### src/rtl/rgb_pwm_driver.sv
// rgb_pwm_driver: three-channel PWM for a tri-colour LED, duties reloaded once per period
// Ports:
//   clk          system clock, rising edge
//   rst          synchronous reset, active-high
//   enable       run PWM when 1, outputs held low when 0
//   rgb          duty word: [23:16] red, [15:8] green, [7:0] blue
//   pwm_r/g/b    registered PWM outputs
//   period_start one-cycle pulse when a period begins and duties are reloaded
module rgb_pwm_driver #(
    parameter int PRESCALE = 4
) (
    input  logic        clk,
    input  logic        rst,
    input  logic        enable,
    input  logic [23:0] rgb,
    output logic        pwm_r,
    output logic        pwm_g,
    output logic        pwm_b,
    output logic        period_start
);
    localparam int PW = PRESCALE > 1 ? $clog2(PRESCALE) : 1;
    localparam logic [PW-1:0] PMAX = PW'(PRESCALE - 1);
    typedef enum logic {IDLE, RUN} state_t;
    state_t state;
    logic [PW-1:0] presc;
    logic [7:0] phase, shadow_r, shadow_g, shadow_b;
    logic tick, wrap;
    assign tick = presc == PMAX;
    assign wrap = tick && phase == 8'hFF;
    always_ff @(posedge clk) begin
        if (rst) begin
            state <= IDLE;
            presc <= '0;
            phase <= '0;
            {shadow_r, shadow_g, shadow_b} <= '0;
            {pwm_r, pwm_g, pwm_b, period_start} <= '0;
        end else if (!enable) begin
            state <= IDLE;
            presc <= '0;
            phase <= '0;
            {shadow_r, shadow_g, shadow_b} <= rgb;
            {pwm_r, pwm_g, pwm_b, period_start} <= '0;
        end else if (state == IDLE) begin
            state <= RUN;
            presc <= '0;
            phase <= '0;
            {shadow_r, shadow_g, shadow_b} <= rgb;
            {pwm_r, pwm_g, pwm_b} <= '0;
            period_start <= 1'b1;
        end else begin
            presc <= tick ? '0 : presc + 1'b1;
            phase <= tick ? phase + 8'd1 : phase;
            period_start <= wrap;
            if (wrap)
                {shadow_r, shadow_g, shadow_b} <= rgb;
            // compare uses pre-edge phase/shadow, so outputs trail phase by one cycle
            pwm_r <= phase < shadow_r;
            pwm_g <= phase < shadow_g;
            pwm_b <= phase < shadow_b;
        end
    end
endmodule

### config.mk
export PLATFORM = sky130hd
export DESIGN_NAME = rgb_pwm_driver
export DESIGN_NICKNAME = d
export VERILOG_FILES = /design/src/rtl/rgb_pwm_driver.sv
export SDC_FILE = /design/constraint.sdc
export NUM_CORES = 1
export LEC_CHECK = 0
export BUFFER_PORTS_ARGS = -buffer_cell sky130_fd_sc_hd__buf_4
export CAP_MARGIN = 20
export CORE_ASPECT_RATIO = 2
export CORE_UTILIZATION = 45
export CTS_BUF_LIST = sky130_fd_sc_hd__clkbuf_4 sky130_fd_sc_hd__clkbuf_8 sky130_fd_sc_hd__clkbuf_16
export CTS_CLUSTER_DIAMETER = 30
export DETAILED_ROUTE_END_ITERATION = 16
export PLACE_DENSITY = 0.65
export SYNTH_ARGS = -nofsm -noshare
export SYNTH_HDL_FRONTEND = slang
export SYNTH_SLANG_ARGS = --single-unit
export TNS_END_PERCENT = 100
### constraint.sdc
create_clock -name clk -period 3.4 [get_ports clk]
set_input_delay 0.68 -clock clk [delete_from_list [all_inputs] [get_ports clk]]
set_output_delay 0.68 -clock clk [all_outputs]
set_load 0.005 [all_outputs]
==> reports/metrics.cfg <==
[outcome]
status=finished clean

[synthesis]
synth_cells=226
syn_area_per_cell_um2=9.71
ys.flop_type=dfxtp_1
synthArstFlopShare=0
ys_top_cells_by_area=dfxtp_1 (36%), nand2b_1 (15%), ha_1 (13%)
yosysSeqAreaShare=0.356
synthesis.nets=276
synthMostInstantiatedCell=nand2b_1
synth_edf_count=0
synth_warnings=0
synth_top_area_frac=0.356
ys_ff_latch=39
synth_common_cells=nand2b_1 (51), dfxtp_1 (39), mux2i_1 (25)
synth_area_um2=2190
ys_types=35
synth_largest_area_cell=dfxtp_1

[clock_network]
cts_buffers=5
cts_setup_buffers=0
cts_repair_resize_count=0
clockRootBuffer=clkbuf_8
cts_max_level=2
clk_latency_ns=0.29
cts_tree=built
cts.clk_slew.worst_paths_ns=0.08
clock_path_buffers=2
ctsHoldBuffers=0
cts_sinks=39

[sta]
slew_headroom=0.532
tightest_slew_ns=0.699
rsz0062_at_grt=false
layout_min_cycle_time_ns=2.15
finalSetupTns_ns=0
fmax_mhz=465
period_share=0.632
setup_ws_ns=1.25
drv_slew=0
final-setup-viol-count=0
finalClockSkew_ns=0.00536
hold_ws_ns=0.432
finalHoldViolations=0

[setup_path]
cp.arrival_ns=2.38
crit_path_max_fanout=16
endpoint_kind=flop
worstPathRequired_ns=3.63
path_class=flop to flop
r2r_slack_ns=1.25
startpoint_type=flop

[placed_design]
place.port_buffers=30
placed_cell_area_um2=2430
place_inst=303
hpwlAfterDp_um=2930
place_congestion=0.815
dpl_worst_slack_ns=1.23

[global_route]
grt-ovfl-total=0
grt_use_total=0.175
antenna_found_initial=0
grt_max_degree=52
grt_pass1_vias=1549
grt_pass1_wl_um=6840

[pwr]
ir_drop_uv=337
power_frac_seq=0.488
power.internal_uw=777
combinationalPowerShare=0.106
clkPwrFrac=0.406
total_power_mw=1.00
switching_share=0.224
power_switching_uw=225
leakage_nw=1.22
power.density_nw_per_um2=393

[cells_and_area]
stdcell_area_um2=2550
final_cells=311
n_fill_cell=462
drive_above_1_share=0.164
multiInputGateArea_um2=1260
antennaDiodeCount=0
postLayoutCoreUtil=0.549
syn_to_final_growth_pct=16.0
fin_nets=305
seq_area_um2=781

[floorplan]
core-area_um2=4640
num_io_pins=31
die_height_um=101
rows=35
initial_utilization=0.473
dieArea_um2=5180
dieWidth_um=51.4

[routing]
drt-total-wl_um=3990
post_drt_via_cell_ratio=5.13
drc=0
vias=1595
avgRoutedWirePerCell_um=12.8
ant_nets=0
dr.pass1.iters=4
drt-initial-drc-count=33

[run]
cap_violations=0

[worst_hold_path]
hold_class=flop to flop

-- power groups by stage --
stage | clock, mW | combinational, mW | sequential, mW
2_1_floorplan | 0 | 0.0720 | 0.497
3_3_place_gp | 0 | 0.107 | 0.499
3_5_place_dp | 0 | 0.108 | 0.500
4_1_cts | 0.415 | 0.109 | 0.489
5_1_grt | 0.432 | 0.120 | 0.491
6_report | 0.406 | 0.106 | 0.489
-- sequential cells by signal, summed over array words and instances (netlist names) --
register,flops
period_start,1
phase,8
pwm_r,1
pwm_b,1
shadow_g,8
pwm_g,1
state,1
presc,2
shadow_r,8
shadow_b,8
-- cells in the final DEF, fill, tap and decap left out, types with 5 or more instances in the layout --
master,n
nand2b_1,51
dfxtp_1,39
buf_4,31
mux2i_1,25
ha_1,23
inv_1,22
nor2_1,8
clkbuf_8,6
nand4_1,5
a2111oi_0,5
-- layout make-up --
class | count | area share
multi-input combinational | 156 | 0.496
clock inverter | 2 | 0.0138
tap | 55 | 0.0270
clock buffer | 6 | 0.0324
inverter | 22 | 0.0324
timing repair buffer | 31 | 0.0914
sequential | 39 | 0.307
-- critical path, cell delays in order (launching register included) --
cell and delay, ns:
dfxtp_1 0.34, ha_1 0.35, nand4_1 0.22, o211ai_4 0.63, buf_4 0.33, mux2i_1 0.20
-- routing by layer --
layer / wire [µm] / GRT usage
met4: 62 / 0.0686
met1: 1650 / 0.193
met5: 0 / 0
met2: 2170 / 0.318
met3: 101 / 0.0317
-- final timing paths --
| path | startpoint | endpoint | cells after the start |
|---|---|---|---|
| worst max-delay path | presc[0] | shadow_g[0] | 5 |
| worst min-delay path | presc[0] | presc[0] | 1 |
| worst max register to register | presc[0] | shadow_g[0] | 5 |
| worst min register to register | presc[0] | presc[0] | 1 |
-- cells by family after synthesis --
| family | after synthesis | synth area share |
|---|---|---|
| simple gates | 81 | 0.231 |
| buf+inv | 31 | 0.0684 |
| flops | 39 | 0.356 |
| xor+xnor | 4 | 0.0160 |
| fa+ha+maj | 23 | 0.131 |
| compound gates | 23 | 0.0832 |
| mux | 25 | 0.114 |
(Power assumes the default switching activity.)
